## src/rtl/ifetch_queue.sv

```systemverilog
// ---------------------------------------------------------------------------
// ifetch_queue
//
// Instruction fetch front end. It walks the PC stream and issues word fetches
// over a valid/ready request channel. It takes in-order responses into a
// small queue and hands each word to decode together with its PC. A redirect
// flushes the queue. Any responses still in flight at that point are counted
// as stale and dropped when they arrive.
//
// Parameters:
//   RESET_ADDR  first fetch address after reset
//   QDEPTH      queue entries (power of two, 2..16); also caps requests
//               in flight
//
// Ports:
//   clk            clock, all state changes on the rising edge
//   R              synchronous active-high reset
//   redir_valid    redirect the fetch stream this cycle
//   redir_addr     new fetch address
//   mem_req_valid  fetch request to instruction memory
//   mem_req_ready  memory accepts the request
//   mem_addr       word address of the request
//   mem_rsp_valid  response beat (in order, no backpressure)
//   mem_rsp_data   instruction word of the response
//   inst_valid     queue head valid
//   inst_ready     decode consumes the head
//   inst_data      head instruction word
//   inst_pc        head PC
//   fetch_err      misaligned redirect trap
//
// Optional feature, macro IFETCH_ALIGN_CHK_EN:
//   defined   - a misaligned redirect parks the fetcher in ERR with fetch_err
//               set until an aligned redirect arrives
//   undefined - redirect targets are forced word aligned and fetch_err is 0
// ---------------------------------------------------------------------------
module ifetch_queue #(
  parameter logic [31:0] RESET_ADDR = 32'h0000_0000,
  parameter int          QDEPTH     = 4
) (
  input  logic        clk,
  input  logic        R,
  input  logic        redir_valid,
  input  logic [31:0] redir_addr,
  output logic        mem_req_valid,
  input  logic        mem_req_ready,
  output logic [31:0] mem_addr,
  input  logic        mem_rsp_valid,
  input  logic [31:0] mem_rsp_data,
  output logic        inst_valid,
  input  logic        inst_ready,
  output logic [31:0] inst_data,
  output logic [31:0] inst_pc,
  output logic        fetch_err
);

  localparam int AW = $clog2(QDEPTH);
  localparam int CW = AW + 1;
  localparam logic [CW+1:0] OCC_LIMIT = (CW+2)'(QDEPTH);

  typedef enum logic [1:0] {
    IDLE  = 2'd0,
    FETCH = 2'd1
`ifdef IFETCH_ALIGN_CHK_EN
    ,
    ERR   = 2'd2
`endif
  } state_t;

  state_t        state;
  logic [31:0]   fetch_pc;
  logic [31:0]   rsp_pc;
  logic [CW-1:0] count;
  logic [CW-1:0] live;
  logic [CW-1:0] stale;
  logic [AW-1:0] head;
  logic [AW-1:0] tail;
  logic [31:0]   q_data [QDEPTH];
  logic [31:0]   q_pc   [QDEPTH];

  logic [CW+1:0] occupancy;
  logic          req_fire;
  logic          rsp_live;
  logic          rsp_stale;
  logic          push;
  logic          pop;
  logic [31:0]   redir_target;

  // Every queued entry and every outstanding request (live or stale) holds a
  // credit. A new request goes out only while a credit is free, so a
  // response can always be pushed. A redirect cycle never issues, which
  // keeps the old and the new stream from mixing in the same beat.
  assign occupancy     = (CW+2)'(count) + (CW+2)'(live) + (CW+2)'(stale);
  assign mem_req_valid = (state == FETCH) && !redir_valid && (occupancy < OCC_LIMIT);
  assign mem_addr      = fetch_pc;
  assign req_fire      = mem_req_valid && mem_req_ready;

  // Responses come back in order. So while any stale requests are
  // outstanding, the next beat belongs to the flushed stream.
  assign rsp_stale = mem_rsp_valid && (stale != '0);
  assign rsp_live  = mem_rsp_valid && (stale == '0);

  // A redirect wins over both push and pop. The queue is being emptied anyway.
  assign push = rsp_live && !redir_valid;
  assign pop  = inst_valid && inst_ready && !redir_valid;

  // The head is visible straight from the storage array. An empty queue
  // shows zero data and the PC the next live response will carry.
  assign inst_valid = (count != '0);
  assign inst_data  = inst_valid ? q_data[head] : '0;
  assign inst_pc    = inst_valid ? q_pc[head] : rsp_pc;

`ifdef IFETCH_ALIGN_CHK_EN
  logic redir_bad;

  // Keep the raw target. A misaligned one is never fetched because the FSM
  // parks in ERR until an aligned redirect replaces it.
  assign redir_bad    = (redir_addr[1:0] != 2'b00);
  assign redir_target = redir_addr;
`else
  // Without the alignment trap, the low address bits are simply dropped.
  assign redir_target = redir_addr & 32'hFFFF_FFFC;
`endif

  // Control FSM. IDLE holds the fetcher for one cycle after reset. In FETCH
  // the fetcher streams requests. ERR, when built, blocks issue after a
  // misaligned redirect, and fetch_err is registered so it rises on the
  // cycle after the bad redirect.
  always_ff @(posedge clk) begin
    if (R) begin
      state <= IDLE;
`ifdef IFETCH_ALIGN_CHK_EN
      fetch_err <= 1'b0;
`endif
    end else begin
      case (state)
        IDLE: state <= FETCH;
`ifdef IFETCH_ALIGN_CHK_EN
        FETCH: begin
          if (redir_valid && redir_bad) begin
            state     <= ERR;
            fetch_err <= 1'b1;
          end
        end
        ERR: begin
          if (redir_valid && !redir_bad) begin
            state     <= FETCH;
            fetch_err <= 1'b0;
          end
        end
`else
        FETCH: state <= FETCH;
`endif
        default: state <= IDLE;
      endcase
    end
  end

`ifndef IFETCH_ALIGN_CHK_EN
  assign fetch_err = 1'b0;
`endif

  // PC tracking, queue pointers and the three credit counters. On a
  // redirect, everything still outstanding becomes stale. A beat arriving
  // in that same cycle is one of those requests and is dropped right away,
  // so it is taken off the stale total straight away.
  always_ff @(posedge clk) begin
    if (R) begin
      fetch_pc <= RESET_ADDR;
      rsp_pc   <= RESET_ADDR;
      count    <= '0;
      live     <= '0;
      stale    <= '0;
      head     <= '0;
      tail     <= '0;
    end else if (redir_valid) begin
      fetch_pc <= redir_target;
      rsp_pc   <= redir_target;
      count    <= '0;
      live     <= '0;
      stale    <= stale + live - CW'(mem_rsp_valid);
      head     <= '0;
      tail     <= '0;
    end else begin
      if (req_fire) begin
        fetch_pc <= fetch_pc + 32'd4;
      end
      if (push) begin
        rsp_pc <= rsp_pc + 32'd4;
        tail   <= tail + 1'b1;
      end
      if (pop) begin
        head <= head + 1'b1;
      end
      count <= count + CW'(push) - CW'(pop);
      live  <= live + CW'(req_fire) - CW'(rsp_live);
      if (rsp_stale) begin
        stale <= stale - 1'b1;
      end
    end
  end

  // Queue storage needs no reset. Whether an entry is valid is decided only
  // by count and the pointers.
  always_ff @(posedge clk) begin
    if (!R && push) begin
      q_data[tail] <= mem_rsp_data;
      q_pc[tail]   <= rsp_pc;
    end
  end

endmodule

```

## config.mk

```make
export PLATFORM = sky130hd
export DESIGN_NAME = ifetch_queue
export DESIGN_NICKNAME = d
export VERILOG_FILES = /design/src/rtl/ifetch_queue.sv
export SDC_FILE = /design/constraint.sdc
export NUM_CORES = 1
export LEC_CHECK = 0
export ABC_AREA = 1
export CAP_MARGIN = 20
export CORE_ASPECT_RATIO = 0.75
export CORE_UTILIZATION = 45
export DETAILED_ROUTE_END_ITERATION = 10
export PLACE_DENSITY = 0.66
export REMOVE_ABC_BUFFERS = 1
export SYNTH_ARGS = -nofsm -noshare
export SYNTH_HDL_FRONTEND = slang
export SYNTH_SLANG_ARGS = --single-unit
```

## constraint.sdc

```tcl
create_clock -name clk -period 10.05 [get_ports clk]
set_input_delay 2.01 -clock clk [delete_from_list [all_inputs] [get_ports clk]]
set_output_delay 2.01 -clock clk [all_outputs]
set_load 0.05 [all_outputs]
```

==> results of run 1 <==
==> report_power, final <==
part | switching [mW] | leakage (nW) | total, mW | internal, mW
registers | 0.0431 | 2.89 | 1.52 | 1.48
clock network | 0.502 | 0.483 | 1.14 | 0.642
logic | 0.276 | 3.00 | 0.413 | 0.137
total | 0.821 | 6.37 | 3.08 | 2.26
==> cells by family (layout without fill, tap and decap cells) <==
family / Yosys count / in the layout / synth area share [%]
simple gates: 740 / 740 / 21.07
flops: 324 / 324 / 58.88
compound gates: 320 / 320 / 11.14
buf+inv: 191 / 345 / 5.495
fa+ha+maj: 23 / 23 / 2.185
xor+xnor: 21 / 21 / 1.208
other cells: 1 / 5 / 0.02462
==> path summary, 6_finish.rpt <==
| path | slack [ps] | start | depth (start not counted) | end |
|---|---|---|---|---|
| min | 460 | head[1]$_SDFFE_PP0P_ | 2 | flop |
| max | 3280 | redir_valid | 8 | mem_req_valid |
| max reg2reg | 5960 | count[1]$_SDFF_PP0_ | 13 | live[2]$_SDFF_PP0_ |
| min reg2reg | 460 | head[1]$_SDFFE_PP0P_ | 2 | flop |
==> registers in the layout, indices dropped and copies added, names as in the netlist, named ones only <==
signal    count
mem_addr     30
head          2
q_pc        120
count         3
state         1
stale         3
q_data      128
rsp_pc       30
live          3
tail          2
==> area by class of cell <==
class / count / area share, %
clock buffer: 45 / 5.041
clock inverter: 15 / 0.4420
inverter: 113 / 2.389
multi-input combinational: 1109 / 30.20
sequential: 324 / 49.53
tap: 442 / 3.052
timing repair buffer: 172 / 9.350
==> Yosys cell counts, types with 3 or more instances <==
library cell / number / area share [%]
buf_6: 5 / 0.37
nor2_2: 14 / 0.57
buf_4: 7 / 0.34
dfxtp_1: 76 / 10
nand3b_1: 15 / 0.74
xor2_1: 13 / 0.75
nand2_2: 15 / 0.62
nand3_4: 3 / 0.34
nand2_1: 312 / 7.7
o21bai_1: 3 / 0.15
nor3_1: 7 / 0.23
nand2_4: 3 / 0.22
a21oi_1: 74 / 2.4
o21ai_1: 22 / 0.72
nand3_1: 69 / 2.3
nor2_1: 282 / 6.9
buf_2: 22 / 0.72
inv_1: 99 / 2.4
a31oi_1: 9 / 0.37
nand4_1: 3 / 0.12
o22ai_1: 28 / 1.2
nor2_4: 10 / 0.74
clkbuf_1: 40 / 0.99
edfxtp_1: 248 / 49
ha_1: 17 / 1.4
xnor2_1: 8 / 0.46
inv_2: 9 / 0.22
o21ai_0: 175 / 5.7
fa_1: 6 / 0.79
a21oi_2: 4 / 0.23
==> metal layers <==
metal | part of all wire (%) | up-vias | track usage [%]
li1 | - | 5734 | -
met1 | 47 | 5607 | 33.76
met2 | 45 | 395 | 35.36
met3 | 6.2 | 57 | 3.371
met4 | 1.9 | 0 | 6.071
met5 | 0 | - | 0
==> per-stage QoR <==
step / area, um2 / setup slack (ps) / power [mW] / util (%)
floorplan: 14840 / 3570 / 1.796 / -
global placement: 17130 / 3303 / 1.953 / 52.09
detailed placement: 17130 / 3296 / 1.961 / 52.09
CTS: 18120 / 3291 / 3.104 / 55.11
global route: 18120 / 3124 / 3.189 / 55.11
finish: 18120 / 3276 / 3.079 / 55.11
==> layout by cell type (no fill, tap or decap), drive strengths merged, types with 11 or more instances in the layout <==
cell	netlist	layout
ha	17	17
edfxtp	248	248
dfxtp	76	76
nand2	330	330
buf	37	11
clkinv	5	18
o21ai	198	198
clkbuf	41	45
clkdlybuf4s50	0	161
nand3b	15	15
inv	108	109
xor2	13	13
nand3	73	73
o22ai	28	28
a21oi	78	78
nor2	307	307
==> critical path: stages <==
cell	delay, ps
clkdlybuf4s50_1	400
buf_4	280
inv_2	730
nand2_2	130
a211oi_4	250
nand2_1	90
inv_1	50
clkdlybuf4s50_1	780
==> flow_summary.ini, run 1 <==
[timing]
min_period_ps = 6774
drv_slew = 0
setup_tns_ps = 0
finalSetupViolations = 0
final_hold_viol_count = 0
whs_ps = 457.6
finClkSkew_ps = 14.63
tightestPinTransition_ps = 1092
fin_crit_sh_pct = 67.40
slew_headroom_pct = 27.17
clock.fmax_mhz = 147.6
rsz0062_at_grt = false

[power_and_ir_drop]
p_per_area_mw_per_mm2 = 169.9
ir_drop_uv = 134.1
p_leak_nw = 6.368

[placement]
post-dp-hpwl_um = 24600
port_buffers = 161
place.gp.congestion = 0.9263
place_inst = 2160

[detailed_routing]
routed_wl_um = 39940
drtIter0Drc = 1056
ant_nets = 0
vias = 11790
wl_per_cell_um = 17.99
remaining_drc_errors = 0
via_per_inst = 5.312
first_pass_iters = 7

[synthesis]
synth.distinct_cells = 47
syn-cell-area_mm2 = 0.01523
ys_ff_latch = 324
synth-edff-count = 248
ys_warn_count = 0
synthFlopType = edfxtp_1
async_flop_share_pct = 0
yosysSeqAreaShare_pct = 58.88
avgSynthCellArea_um2 = 9.403
postSynthCellCount = 1620

[clock_network]
cts_resized = 0
clk_latency_ps = 520
post_cts_buffers = 0
cts_tree = done
path_clk_slew_ps = 60
h-tree-depth = 2
root_buffer = clkbuf_16
clock_sinks = 324
cts_hold_buf = 0
numCtsBuffers = 34
clock_path_buffers = 3

[layout]
final_nets = 1847
seq_area_mm2 = 0.008974
multi_input_area_mm2 = 0.005472
drive_gt1_share_pct = 7.312
n_antenna_cell = 0
area_growth_pct = 18.95
fin_cells = 2220
n_fill_cell = 2907

[min_path]
hold_path.class = reg2reg

[die]
row_count = 57
die-area_mm2 = 0.03460
die_h_um = 161.3
die_w_um = 214.4
initial_utilization_pct = 46.33
core_area_mm2 = 0.03288
io_pins = 169

[global_routing]
antenna_found_initial = 0
grt_pass1_wl_um = 61780
grt_max_degree = 103
overflow = 0
grt_use_total_pct = 22.90
grt_pass1_vias = 10900

[critical_path]
cp_data_arrival_time_ps = 4760
worstSetupPathType = in2out
cp-end-kind = output port
crit_fanout = 47
crit_path_start_kind = input port
worstPathRequired_ps = 8040

[run_status]
run_status = complete, no violations

[job]
maxCapViolCount = 0
Power figures use the tool's default switching activity.
==> run 2, diff against run 1 <==
==> constraint.sdc (replaced) <==
create_clock -name clk -period 6.4 [get_ports clk]
set_input_delay 1.28 -clock clk [delete_from_list [all_inputs] [get_ports clk]]
set_output_delay 1.28 -clock clk [all_outputs]
set_load 0.05 [all_outputs]
==> flow_summary.ini, run 2 (synthesis results as in run 1) <==
[clock_network]
clock_path_buffers = 3
cts_tree = done
clock_sinks = 324
numCtsBuffers = 34
clk_latency_ps = 530
h-tree-depth = 2
path_clk_slew_ps = 60
cts_hold_buf = 0
cts_resized = 0
post_cts_buffers = 0
root_buffer = clkbuf_16

[power_and_ir_drop]
p_per_area_mw_per_mm2 = 275.4
seqPwrFrac_pct = 47.4
power_frac_clock_pct = 39.7
ir_drop_uv = 197.9
p_int_mw = 3.723
p_sw_share_pct = 26.22
comb_power_share_pct = 12.9
p_sw_mw = 1.323
p_leak_nw = 6.466
finalPower_mw = 5.046

[layout]
regMostFlops = q_data
layout_common_cells = nand2_1 (312), nor2_1 (278), edfxtp_1 (248)
utilization_pct = 55.73
area_growth_pct = 20.29
top_regs = q_data x128, q_pc x120
final_nets = 1851
layout_commonest_cell = nand2_1
seq_area_mm2 = 0.008974
largest_reg_flops = 128
n_fill_cell = 2872
postLayoutCellArea_mm2 = 0.01832
n_antenna_cell = 0
multi_input_area_mm2 = 0.005472
drive_gt1_share_pct = 7.800

[detailed_routing]
ant_nets = 0
routed_wl_um = 39630
via_per_inst = 5.300
first_pass_iters = 6
drtIter0Drc = 1200
vias = 11790
remaining_drc_errors = 0
wl_per_cell_um = 17.82

[timing]
setup_tns_ps = 0
slew_headroom_pct = 30.09
min_period_ps = 5010
rsz0062_at_grt = false
final_hold_viol_count = 0
drv_slew = 0
clock.fmax_mhz = 199.6
finClkSkew_ps = 17.39
finalSetupViolations = 0
tightestPinTransition_ps = 1049
fin_crit_sh_pct = 78.29

[global_routing]
overflow = 0
grt_max_degree = 98
grt_pass1_vias = 10920
grt_use_total_pct = 22.51
grt_pass1_wl_um = 60820
antenna_found_initial = 0

[critical_path]
cp-end-kind = output port
cp_data_arrival_time_ps = 3730
reg2reg_depth = 13
crit_path_start_kind = flop
worstPathRequired_ps = 5120
worstReg2RegStart = count[1]$_SDFF_PP0_
worstSetupPathType = reg2out
crit_fanout = 72

[placement]
port_buffers = 161
placed_area_mm2 = 0.01718
post-dp-hpwl_um = 24720
place.gp.congestion = 0.9165

[job]
maxCapViolCount = 0

[min_path]
hp-start = head[1]$_SDFFE_PP0P_
hold_path_depth = 2
hold_path.class = reg2reg

[die]
die-area_mm2 = 0.03460
die_w_um = 214.4
initial_utilization_pct = 46.33
die_h_um = 161.3
row_count = 57
core_area_mm2 = 0.03288
io_pins = 169

[run_status]
run_status = complete, no violations
run 2: cell types whose count changed in the layout (fill, tap and decap cells not counted):
cell	before	now
buf_12	0	3
buf_16	0	1
buf_4	11	12
bufinv_16	0	5
clkbuf_1	10	5
clkbuf_16	35	34
clkdlybuf4s50_1	161	160
clkinv_1	8	9
clkinv_4	3	2
clkinv_8	0	1
clkinvlp_4	1	0
inv_6	1	2
run 2: worst paths after layout:
check        slack (ps)                  to
min                 460                flop
min reg2reg         460                flop
max reg2reg        2300  live[2]$_SDFF_PP0_
max                1390         inst_pc[21]
run 2: critical path: stages (launching register included):
cell             delay (ps)
dfxtp_4                 530
clkinv_2                800
buf_4                   530
o21ai_0                 220
o22ai_1                 100
nand2_1                  60
o21ai_0                 180
clkdlybuf4s50_1         770
run 2: layout make-up:
| type | instances | share of cell area (%) |
|---|---|---|
| Inverter | 113 | 2.363 |
| Tap cell | 442 | 3.018 |
| Clock inverter | 21 | 1.325 |
| Multi-Input combinational cell | 1109 | 29.86 |
| Timing Repair Buffer | 176 | 9.710 |
| Sequential cell | 324 | 48.98 |
| Clock buffer | 39 | 4.746 |
run 2: metal layers:
layer	wire length [um]	up-vias	part of all wire, %	global-route usage (%)
met1	18200	5622	46	32.36
met5	0	-	0	0
met2	18100	388	46	35.60
li1	-	5733	-	-
met3	2712	45	6.8	3.672
met4	607	0	1.5	5.682
run 2: metrics by stage:
stage,instances,worst slack (ps),hold WS [ps]
4_1_cts,2223,1382,471.0
6_report,2224,1390,461.2
5_1_grt,2224,1190,490.9
2_1_floorplan,1546,650.1,435.8
3_3_place_gp,2163,2011,440.4
3_5_place_dp,2163,1943,463.9
run 2: power groups by stage:
stage               clock network (mW)  registers, mW  logic (mW)
floorplan                            0           2.46       0.365
global placement                     0           2.43       0.637
detailed placement                   0           2.43       0.650
CTS                               2.03           2.39       0.654
global route                      2.11           2.40       0.704
finish                            2.00           2.39       0.652
==> run 3, diff against run 2 <==
--- a/config.mk
+++ b/config.mk
@@ -10,7 +10,7 @@
 export CORE_ASPECT_RATIO = 0.75
 export CORE_UTILIZATION = 45
 export DETAILED_ROUTE_END_ITERATION = 10
-export PLACE_DENSITY = 0.66
+export PLACE_DENSITY = 0.69
 export REMOVE_ABC_BUFFERS = 1
 export SYNTH_ARGS = -nofsm -noshare
 export SYNTH_HDL_FRONTEND = slang
==> constraint.sdc (replaced) <==
create_clock -name clk -period 4.2 [get_ports clk]
set_input_delay 0.84 -clock clk [delete_from_list [all_inputs] [get_ports clk]]
set_output_delay 0.84 -clock clk [all_outputs]
set_load 0.05 [all_outputs]
==> flow_summary.ini, run 3 (synthesis results as in run 1) <==
[clock_network]
cts_resized = 0
clock_sinks = 324
cts_hold_buf = 0
root_buffer = clkbuf_16
clock_path_buffers = 3
clk_latency_ps = 530
cts_tree = done
path_clk_slew_ps = 50
post_cts_buffers = 0
h-tree-depth = 2
numCtsBuffers = 35

[die]
row_count = 57
die_h_um = 161.3
initial_utilization_pct = 46.33
die_w_um = 214.4
core_area_mm2 = 0.03288
die-area_mm2 = 0.03460
io_pins = 169

[timing]
slew_headroom_pct = 41.36
fin_crit_sh_pct = 87.97
finClkSkew_ps = 17.28
final_hold_viol_count = 0
rsz0062_at_grt = false
tightestPinTransition_ps = 870.4
drv_slew = 0
clock.fmax_mhz = 270.7
whs_ps = 491.1
min_period_ps = 3695
finalSetupViolations = 0

[placement]
place_inst = 2176
place.gp.congestion = 0.9405
port_buffers = 161
post-dp-hpwl_um = 25610

[critical_path]
worstReg2RegStart = count[1]$_SDFF_PP0_
crit_fanout = 4
cp-end-kind = output port
reg2reg_depth = 13
worstPathRequired_ps = 3360
crit_start = count[1]$_SDFF_PP0_
cp_data_arrival_time_ps = 2850
crit_path_start_kind = flop
worstSetupPathType = reg2out

[layout]
area_growth_pct = 22.50
layout_common_cells = nand2_1 (312), nor2_1 (278), edfxtp_1 (248)
top_regs = q_data x128, q_pc x120
regMostFlops = q_data
final_nets = 1864
largest_reg_flops = 128
fin_cells = 2239
drive_gt1_share_pct = 11.80
utilization_pct = 56.75
n_antenna_cell = 0
layout_commonest_cell = nand2_1

[detailed_routing]
vias = 11840
routed_wl_um = 39400
remaining_drc_errors = 0
wl_per_cell_um = 17.60
first_pass_iters = 5
drtIter0Drc = 1072
via_per_inst = 5.286
ant_nets = 0

[global_routing]
grt_max_degree = 125
grt_use_total_pct = 22.61
grt_pass1_wl_um = 61350
grt_pass1_vias = 11040
overflow = 0
antenna_found_initial = 0

[power_and_ir_drop]
p_per_area_mw_per_mm2 = 418.1
p_leak_nw = 6.749
ir_drop_uv = 201.6
finalPower_mw = 7.800

[min_path]
hp-start = head[0]$_SDFFE_PP0P_
hold_path.class = reg2reg
hold_path_depth = 2

[run_status]
run_status = complete, no violations

[job]
maxCapViolCount = 0
## run 3: changes by cell type in the layout (fill, tap and decap cells not counted), moves of 2 or more
cell             previous run  this run
buf_4                      12        56
clkdlybuf4s50_1           160        98
clkbuf_16                  34        37
clkinv_2                    7         5
buf_12                      3        34
inv_6                       2         0
clkbuf_1                    5         9
## run 3: metrics by stage
step | cell area [um2] | TNS, ps | setup slack [ps]
after global placement | 17510 | 0 | 365.7
after floorplan | 14840 | -94190 | -1110
after global routing | 18660 | 0 | 312.8
after detailed placement | 17510 | 0 | 306.4
final | 18660 | 0 | 505.3
after CTS | 18660 | 0 | 480.0
## run 3: cell type report
type                       count  area (um2)
clock inverter                16       173.9
timing repair buffer         188        2082
clock buffer                  47       973.4
inverter                     113       431.7
multi-input combinational   1109        5472
fill                        2794       14220
tap                          442       553.0
sequential                   324        8974
## run 3: critical path, stage by stage (launching register included)
cell,delay [ps]
dfxtp_1,460
inv_1,100
fa_1,510
a21oi_1,170
fa_1,470
a211oi_4,300
nand2_1,80
inv_1,90
buf_12,140
## run 3: power by group
group / internal [mW] / total [mW] / leakage [nW] / switching (mW)
Combinational: 0.392 / 1.07 / 3.31 / 0.679
Clock: 1.87 / 3.09 / 0.559 / 1.22
Sequential: 3.54 / 3.64 / 2.89 / 0.102
## run 3: worst paths after layout
kind / slack (ps) / endpoint
worst max-delay path: 510 / mem_req_valid
worst min-delay path: 490 / head[0]$_SDFFE_PP0P_
worst max register to register: 730 / live[2]$_SDFF_PP0_
worst min register to register: 490 / head[0]$_SDFFE_PP0P_
## run 3: routing by layer
layer	wire (um)	vias up	GRT usage, %
met2	18370	395	35.66
met1	17690	5618	32.56
li1	-	5768	-
met5	0	-	0
met4	612	0	5.584
met3	2729	54	3.785
